[src/rtl/multdiv_seq.sv]
// Iterative signed multiply/divide beside the execute-stage ALU: radix-2 shift-add
// multiply and restoring divide, one bit per clock, result held until the next completion.
module multdiv_seq #(
  parameter int unsigned WIDTH = 32,
  parameter int unsigned ITER  = 32
) (
  input  logic             clock,
  input  logic             reset,
  input  logic [WIDTH-1:0] data_operandA,
  input  logic [WIDTH-1:0] data_operandB,
  input  logic             ctrl_MULT,
  input  logic             ctrl_DIV,
  output logic [WIDTH-1:0] data_result,
  output logic             data_exception,
  output logic             data_resultRDY
);

  localparam int unsigned AW = 2 * WIDTH + 1;
  localparam int unsigned CW = $clog2(ITER);
  localparam logic [CW-1:0] LAST = CW'(ITER - 1);

  typedef enum logic [1:0] {S_IDLE, S_MUL, S_DIV, S_DONE} state_t;

  state_t          r_state, w_state_nx;
  logic [CW-1:0]   r_cnt;
  logic [AW-1:0]   r_acc, w_acc_mul, w_acc_div, w_acc_nx;
  logic [WIDTH:0]  r_mag_a, r_mag_b, w_mag_a, w_mag_b;
  logic [WIDTH:0]  w_mul_hi, w_shift_hi, w_trial;
  logic [2*WIDTH-1:0] w_prod;
  logic [WIDTH-1:0] w_quo, r_result, w_result;
  logic            r_neg, r_divz, r_exc, w_exc;
  logic            w_start, w_last;

  assign w_start = ctrl_MULT | ctrl_DIV;
  assign w_last  = (r_cnt == LAST);

  // 33-bit magnitudes so that -2^31 becomes +2^31 without overflow
  assign w_mag_a = data_operandA[WIDTH-1] ? -{1'b1, data_operandA} : {1'b0, data_operandA};
  assign w_mag_b = data_operandB[WIDTH-1] ? -{1'b1, data_operandB} : {1'b0, data_operandB};

  always_ff @(posedge clock or posedge reset) begin
    if (reset) r_state <= S_IDLE;
    else       r_state <= w_state_nx;
  end

  always_comb begin
    w_state_nx = r_state;
    if (ctrl_MULT)     w_state_nx = S_MUL;
    else if (ctrl_DIV) w_state_nx = S_DIV;
    else begin
      case (r_state)
        S_MUL, S_DIV: if (w_last) w_state_nx = S_DONE;
        S_DONE:       w_state_nx = S_IDLE;
        default:      w_state_nx = r_state;
      endcase
    end
  end

  // Multiply: accumulator is {upper 33, multiplier/product-low 32}
  assign w_mul_hi  = r_acc[0] ? (r_acc[AW-1:WIDTH] + r_mag_a) : r_acc[AW-1:WIDTH];
  assign w_acc_mul = {1'b0, w_mul_hi, r_acc[WIDTH-1:1]};

  // Divide: accumulator is {remainder 33, quotient 32}; bit 32 of the trial is its sign
  assign w_shift_hi = r_acc[2*WIDTH-1:WIDTH-1];
  assign w_trial    = w_shift_hi - r_mag_b;
  assign w_acc_div  = w_trial[WIDTH] ? {w_shift_hi, r_acc[WIDTH-2:0], 1'b0}
                                     : {w_trial,    r_acc[WIDTH-2:0], 1'b1};

  assign w_acc_nx = (r_state == S_MUL) ? w_acc_mul : w_acc_div;
  assign w_prod   = r_neg ? -w_acc_nx[2*WIDTH-1:0] : w_acc_nx[2*WIDTH-1:0];
  assign w_quo    = r_neg ? -w_acc_nx[WIDTH-1:0] : w_acc_nx[WIDTH-1:0];

  always_comb begin
    w_result = '0;
    w_exc    = 1'b0;
    if (r_state == S_MUL) begin
      w_result = w_prod[WIDTH-1:0];
      w_exc    = (w_prod[2*WIDTH-1:WIDTH] != {WIDTH{w_prod[WIDTH-1]}});
    end else if (r_divz) begin
      w_exc    = 1'b1;
    end else begin
      // only -2^31 / -1 yields a positive quotient magnitude of 2^31
      w_result = w_quo;
      w_exc    = ~r_neg & w_acc_nx[WIDTH-1];
    end
  end

  always_ff @(posedge clock or posedge reset) begin
    if (reset) begin
      r_cnt    <= '0;
      r_acc    <= '0;
      r_mag_a  <= '0;
      r_mag_b  <= '0;
      r_neg    <= 1'b0;
      r_divz   <= 1'b0;
      r_result <= '0;
      r_exc    <= 1'b0;
    end else if (w_start) begin
      r_cnt   <= '0;
      r_acc   <= ctrl_MULT ? AW'(w_mag_b[WIDTH-1:0]) : AW'(w_mag_a[WIDTH-1:0]);
      r_mag_a <= w_mag_a;
      r_mag_b <= w_mag_b;
      r_neg   <= data_operandA[WIDTH-1] ^ data_operandB[WIDTH-1];
      r_divz  <= (data_operandB == '0);
    end else if (r_state == S_MUL || r_state == S_DIV) begin
      r_acc <= w_acc_nx;
      r_cnt <= r_cnt + CW'(1);
      if (w_last) begin
        r_result <= w_result;
        r_exc    <= w_exc;
      end
    end
  end

  assign data_result    = r_result;
  assign data_exception = r_exc;
  assign data_resultRDY = (r_state == S_DONE);

endmodule

[config.mk]
export PLATFORM = sky130hd
export DESIGN_NAME = multdiv_seq
export DESIGN_NICKNAME = d
export VERILOG_FILES = /design/src/rtl/multdiv_seq.sv
export SDC_FILE = /design/constraint.sdc
export NUM_CORES = 1
export LEC_CHECK = 0
export CELL_PAD_IN_SITES_DETAIL_PLACEMENT = 1
export CELL_PAD_IN_SITES_GLOBAL_PLACEMENT = 1
export CORE_UTILIZATION = 42
export DETAILED_ROUTE_END_ITERATION = 6
export GPL_ROUTABILITY_DRIVEN = 0
export PLACE_DENSITY_LB_ADDON = 0.1
export REMOVE_ABC_BUFFERS = 1
export SKIP_LAST_GASP = 1
export SYNTH_ARGS = -nofsm -noshare
export SYNTH_HDL_FRONTEND = slang
export SYNTH_SLANG_ARGS = --single-unit
[constraint.sdc]
create_clock -name clock -period 6.85 [get_ports clock]
set_clock_uncertainty 0.2 [all_clocks]
set_input_delay 1.37 -clock clock [delete_from_list [all_inputs] [get_ports clock]]
set_output_delay 1.37 -clock clock [all_outputs]
set_load 0.02 [all_outputs]
==> results.sh, run 1 <==
export IMPL_r2r_cells=25
export IMPL_grt_pass1_wl_mm=96.9
export IMPL_critPathTopFamily="simple AND/OR/NAND/NOR gates"
export IMPL_netlist_area_sq_mm=0.0158
export IMPL_critPathKind="flop to flop"
export IMPL_ff2ff_setup_slack_ps=210
export IMPL_area_delta_synth_final_pct=16.2
export IMPL_path_clk_slew_ps=80
export IMPL_relSlewSlack=0.265
export IMPL_dpl_cell_area_sq_mm=0.0176
export IMPL_wire_per_inst_um=24.1
export IMPL_grt_use_total=0.326
export IMPL_critPathLaunchType="flop"
export IMPL_numClockSinks=173
export IMPL_clkLatencyLatePin_ps=460
export IMPL_post_route_period_util=0.970
export IMPL_ir_drop_uv=192
export IMPL_cts_root_buf="clkbuf_16"
export IMPL_synth_edf_count=0
export IMPL_io_pins=102
export IMPL_final_hold_violation_count=0
export IMPL_drc_errors=0
export IMPL_power_density_mw_per_mm2=255
export IMPL_cts_buffers=17
export IMPL_design_core_area_sq_mm=0.0368
export IMPL_grt_max_degree=90
export IMPL_finalSetupViolCount=0
export IMPL_syn_avg_cell_area_sq_um=7.89
export IMPL_synth_seq_area_share=0.274
export IMPL_reg2reg_from="r_acc[62]$_DFFE_PP0P_"
export IMPL_finalSetupTns_ps=0
export IMPL_cts_htree_levels=4
export IMPL_cp_data_arrival_time_ps=6780
export IMPL_finalNetCount=2242
export IMPL_via_per_inst=6.38
export IMPL_grt_pass1_vias=16600
export IMPL_wirelength_mm=62.3
export IMPL_row_count=70
export IMPL_num_antenna_cells=0
export IMPL_route_vias_total=16500
export IMPL_hold_path_class="flop to flop"
export IMPL_die_area_sq_mm=0.0384
export IMPL_critPathMaxStageDelay_ps=450
export IMPL_startpoint="r_acc[62]$_DFFE_PP0P_"
export IMPL_ant_nets=0
export IMPL_yosysWarnings=0
export IMPL_postCtsHoldBufs=0
export IMPL_port_buffers=101
export IMPL_status="complete, no violations"
export IMPL_most_common_layout_cells="nor2_1, a21oi_1, nand2_1"
export IMPL_initial_core_util=0.429
export IMPL_crit_buf_inv=2
export IMPL_ys_types=100
export IMPL_critPathSlowestCell="or3_4"
export IMPL_cap_violations=0
export IMPL_leakagePower_uw=0.00779
export IMPL_whs_endpoint="data_result[15]$_DFFE_PP0P_"
export IMPL_ys_flop_type="dfrtp_1"
export IMPL_worstHoldStart="data_result[15]$_DFFE_PP0P_"
export IMPL_design_area_sq_mm=0.0183
export IMPL_dp_hpwl_mm=47.5
export IMPL_min_path_cells=2
export IMPL_first_iter_violations=1308
export IMPL_layout_commonest_cell="nor2_1"
export IMPL_path_max_fanout=6
export IMPL_tritoncts="built"
export IMPL_cp_required_ps=6990
export IMPL_ys_ff_latch=173
export IMPL_fmax_mhz=151
export IMPL_tightest_slew_ps=1100
export IMPL_drive_gt1_frac=0.0984
export IMPL_die_y_um=196
export IMPL_synthArstFlopShare=1.00
export IMPL_end_kind="flop"
export IMPL_die_x_um=196
export IMPL_antenna_found_initial=0
export IMPL_maxSlewViolCount=0
export IMPL_synth_cells=2001
export IMPL_clockBufferDepth=2
export IMPL_fin_crit_ps=6640
export IMPL_dr_pass1_iters=5
export IMPL_worst_path_most_repeated_cell="a21oi_1"
export IMPL_grt_ovfl_total=0
export IMPL_timing_rr_end="data_exception$_DFFE_PP0P_"
[worst max-delay path by stage]
stage          slack (ps)                         end  cells after the start
6_report              210  data_exception$_DFFE_PP0P_                     25
2_1_floorplan       -1970  data_exception$_DFFE_PP0P_                     19
3_3_place_gp           80  data_exception$_DFFE_PP0P_                     23
4_1_cts                40  data_exception$_DFFE_PP0P_                     23
3_5_place_dp          -50  data_exception$_DFFE_PP0P_                     23
5_1_grt               -20  data_exception$_DFFE_PP0P_                     25
[tightest hold or removal path, cell delays in order, from the launching register on]
cell	delay (ps)
dfrtp_1	350
nand2_1	50
o21ai_0	60
[power breakdown]
group          internal (uW)  switching [uW]
Sequential              1120             107
Clock                    557             490
Combinational            880            1530
Total                   2560            2120
[cell usage after synthesis (all sizes together), types with 12 or more instances]
master / instances / area share
nand2b: 20 / 0.0079
or2: 15 / 0.0059
o221a: 19 / 0.014
o21ai: 148 / 0.047
xnor2: 72 / 0.040
o21a: 18 / 0.0086
nand4: 21 / 0.0083
nor2b: 12 / 0.0048
nand3: 35 / 0.011
a21o: 24 / 0.011
a211oi: 36 / 0.018
nand2: 186 / 0.044
o211ai: 19 / 0.0090
inv: 71 / 0.017
ha: 72 / 0.057
nor3: 53 / 0.017
buf: 29 / 0.0082
mux2i: 66 / 0.042
nor4: 21 / 0.010
or4: 15 / 0.0071
o31a: 18 / 0.010
xor2: 83 / 0.046
a22oi: 19 / 0.0090
o31ai: 36 / 0.017
or3: 28 / 0.012
a21oi: 195 / 0.063
a31oi: 13 / 0.0052
dfrtp: 173 / 0.27
and3: 19 / 0.0075
nor2: 217 / 0.052
clkbuf: 84 / 0.020
[per-layer routing]
layer  global-route usage  vias to the layer above  part of all wire
li1                     -                     7549                 -
met1                0.462                     8225              0.46
met2                0.521                      599              0.46
met3               0.0366                       83             0.060
met4                0.100                        0             0.024
met5                    0                        -                 0
[metrics by stage]
| step | cells | hold WS (ps) | setup slack (ps) | utilization | total power (uW) |
|---|---|---|---|---|---|
| after floorplan | 1888 | 254 | -1970 | - | 2760 |
| after global placement | 2547 | 268 | 76.8 | 0.480 | 3500 |
| after detailed placement | 2547 | 273 | -53.5 | 0.480 | 3550 |
| after CTS | 2579 | 291 | 40.3 | 0.496 | 4620 |
| after global routing | 2581 | 314 | -22.7 | 0.499 | 4920 |
| final | 2581 | 288 | 207 | 0.499 | 4680 |
[cells by family after synthesis]
kind of cell               after synthesis  synth area share
buffers and inverters                  184            0.0450
and+or+nand+nor                        690             0.213
adders and majority gates               74            0.0596
muxes                                   70            0.0447
xor gates and xnor gates               155            0.0860
AOI/OAI and AO/OA                      655             0.278
DFF                                    173             0.274
[flip-flops by register name, indices dropped and copies added, names as in the netlist]
name,count
r_acc,65
r_divz,1
r_mag_a,33
r_neg,1
r_mag_b,33
r_state,2
data_exception,1
r_cnt,5
data_result,32
[area by class of cell]
class / count / area (sq um)
Fill cell: 4505 / 18400
Clock buffer: 19 / 443
Clock inverter: 13 / 154
Sequential cell: 173 / 4330
Timing Repair Buffer: 193 / 1710
Multi-Input combinational cell: 1644 / 10800
Tap cell: 468 / 586
Inverter: 71 / 272
[what timing repair did]
item | 4_1_cts | 5_1_grt
cloned | 0 | 1
endpoints found under the setup margin | 1 | 1
setup buffers | 0 | 1
pin swaps | 0 | 6
resized for setup | 3 | 14
No activity file was read; power rests on OpenSTA's default activity.
==> run 2: changes to the inputs <==
--- a/config.mk
+++ b/config.mk
@@ -7,7 +7,7 @@
 export LEC_CHECK = 0
 export CELL_PAD_IN_SITES_DETAIL_PLACEMENT = 1
 export CELL_PAD_IN_SITES_GLOBAL_PLACEMENT = 1
-export CORE_UTILIZATION = 42
+export CORE_UTILIZATION = 46
 export DETAILED_ROUTE_END_ITERATION = 6
 export GPL_ROUTABILITY_DRIVEN = 0
 export PLACE_DENSITY_LB_ADDON = 0.1
==> constraint.sdc (replaced) <==
create_clock -name clock -period 8.5 [get_ports clock]
set_clock_uncertainty 0.2 [all_clocks]
set_input_delay 0.85 -clock clock [delete_from_list [all_inputs] [get_ports clock]]
set_output_delay 0.85 -clock clock [all_outputs]
set_load 0.02 [all_outputs]
==> run 2 against run 1 <==
  * Sequential share of layout area rose by 0.85 points
  * Cell area decreased by 3.5%
  * Worst setup slack improved by 550 ps
==> results.sh, run 2 (synthesis gave the netlist of run 1 again) <==
export IMPL_status="complete, no violations"
export IMPL_path_clk_slew_ps=70
export IMPL_multiInputGateArea_sq_mm=0.0108
export IMPL_fmax_mhz=129
export IMPL_wirelength_mm=61.5
export IMPL_tritoncts="built"
export IMPL_fin_crit_ps=7740
export IMPL_min_path_cells=2
export IMPL_die_y_um=187
export IMPL_pwr_share_clk=0.225
export IMPL_end_kind="flop"
export IMPL_numClockSinks=173
export IMPL_largest_registers="r_acc (65), r_mag_a (33), r_mag_b (33)"
export IMPL_power_frac_comb=0.503
export IMPL_clkLatencyLatePin_ps=470
export IMPL_critPathMaxStageDelay_ps=730
export IMPL_cts_resized=0
export IMPL_post_cts_repair_setup_buffers=0
export IMPL_path_max_fanout=7
export IMPL_dr_pass1_iters=6
export IMPL_power_uw=3700
export IMPL_maxSlewViolCount=0
export IMPL_largest_register_ffs=65
export IMPL_switchingPower_uw=1720
export IMPL_die_area_sq_mm=0.0351
export IMPL_area_delta_synth_final_pct=12.2
export IMPL_grt_pass1_vias=16300
export IMPL_design_area_sq_mm=0.0177
export IMPL_r2r_cells=25
export IMPL_postLayoutCoreUtil=0.527
export IMPL_cp_data_arrival_time_ps=7870
export IMPL_relSlewSlack=0.168
export IMPL_antenna_found_initial=0
export IMPL_design_core_area_sq_mm=0.0336
export IMPL_drc_errors=0
export IMPL_tightest_slew_ps=1240
export IMPL_grt_ovfl_total=0
export IMPL_grt_pass1_wl_mm=95.6
export IMPL_rsz0062_at_grt="false"
export IMPL_cts_root_buf="clkbuf_16"
export IMPL_ir_drop_uv=168
export IMPL_grt_use_total=0.351
export IMPL_worstHoldStart="data_result[4]$_DFFE_PP0P_"
export IMPL_critPathSlowestCell="or4_1"
export IMPL_dp_slack_ps=990
export IMPL_power_density_mw_per_mm2=209
export IMPL_clockBufferDepth=2
export IMPL_row_count=67
export IMPL_reg2reg_from="r_acc[31]$_DFFE_PP0P_"
export IMPL_first_iter_violations=1468
export IMPL_worst_slack_ps=758
export IMPL_cp_required_ps=8630
export IMPL_cts_htree_levels=4
export IMPL_ant_nets=0
export IMPL_dp_hpwl_mm=45.9
export IMPL_post_route_period_util=0.911
export IMPL_leakagePower_uw=0.00744
export IMPL_die_x_um=187
export IMPL_critPathLaunchType="flop"
export IMPL_route_vias_total=16300
export IMPL_fill_cells=4086
export IMPL_wire_per_inst_um=24.7
export IMPL_sw_frac_of_total=0.465
export IMPL_finalNetCount=2175
export IMPL_via_per_inst=6.55
export IMPL_port_buffers=101
export IMPL_top_register="r_acc"
export IMPL_final_hold_violation_count=0
export IMPL_grt_max_degree=102
export IMPL_startpoint="r_acc[31]$_DFFE_PP0P_"
export IMPL_num_antenna_cells=0
export IMPL_io_pins=102
export IMPL_layout_commonest_cell="nor2_1"
export IMPL_register_area_sq_mm=0.00433
export IMPL_dpl_cell_area_sq_mm=0.0171
export IMPL_holdWs_ps=291
export IMPL_finalSetupViolCount=0
export IMPL_hold_path_class="flop to flop"
export IMPL_cts_buffers=17
export IMPL_most_common_layout_cells="nor2_1, a21oi_1, nand2_1"
export IMPL_cap_violations=0
export IMPL_p_int_uw=1980
export IMPL_drive_gt1_frac=0.0621
export IMPL_postCtsHoldBufs=0
export IMPL_initial_core_util=0.470
export IMPL_pwr_share_seq=0.273
export IMPL_critPathKind="flop to flop"
-- run 2: cell count changes in the layout (fill, tap and decap cells not counted), sizes merged --
cell,change
buf,-66
bufinv,-1
clkbuf,-1
clkdlybuf4s15,-1
inv,+2
-- run 2: worst max-delay path, delay by kind of cell (launching register included) --
family                   cells  cell delay, ps
adder cells (fa/ha/maj)      3             950
AO/OA/AOI/OAI               12            2350
buffers and inverters        1             130
AND/OR/NAND/NOR              9            3580
flip-flops                   1             400
-- run 2: per-layer routing --
metal,vias to the layer above,global-route usage,share of wire
li1,7411,-,-
met1,8202,0.495,0.45
met2,638,0.547,0.44
met3,90,0.0623,0.078
met4,0,0.105,0.024
met5,-,0,0
-- run 2: path summary, 6_finish.rpt --
check / end / slack, ps
setup / recovery: data_exception$_DFFE_PP0P_ / 760
setup reg to reg: data_exception$_DFFE_PP0P_ / 760
max in group asynchronous: r_neg$_DFFE_PP0N_ / 5580
hold / removal: data_result[4]$_DFFE_PP0P_ / 290
min in group asynchronous: data_result[22]$_DFFE_PP0P_ / 790
hold reg to reg: data_result[4]$_DFFE_PP0P_ / 290
-- run 2: cell type report --
| type | instances | area share |
|---|---|---|
| clock buffer | 18 | 0.0248 |
| clock inverter | 14 | 0.00848 |
| inverter | 71 | 0.0153 |
| multi-input combinational | 1644 | 0.608 |
| sequential | 173 | 0.245 |
| tap | 448 | 0.0317 |
| timing repair buffer | 126 | 0.0674 |
-- run 2: power by group through the flow --
stage                     logic, uW  clock network [uW]  registers [uW]
after global routing           2000                 862            1020
after CTS                      1820                 839            1000
after detailed placement       1800                   0            1020
after floorplan                1240                   0             990
after global placement         1760                   0            1010
final                          1860                 832            1010
-- run 2: metrics by stage --
| stage | instances | TNS (ps) |
|---|---|---|
| 6_report | 2494 | 0 |
| 5_1_grt | 2494 | 0 |
| 4_1_cts | 2494 | 0 |
| 3_5_place_dp | 2462 | 0 |
| 3_3_place_gp | 2462 | 0 |
| 2_1_floorplan | 1888 | -320 |
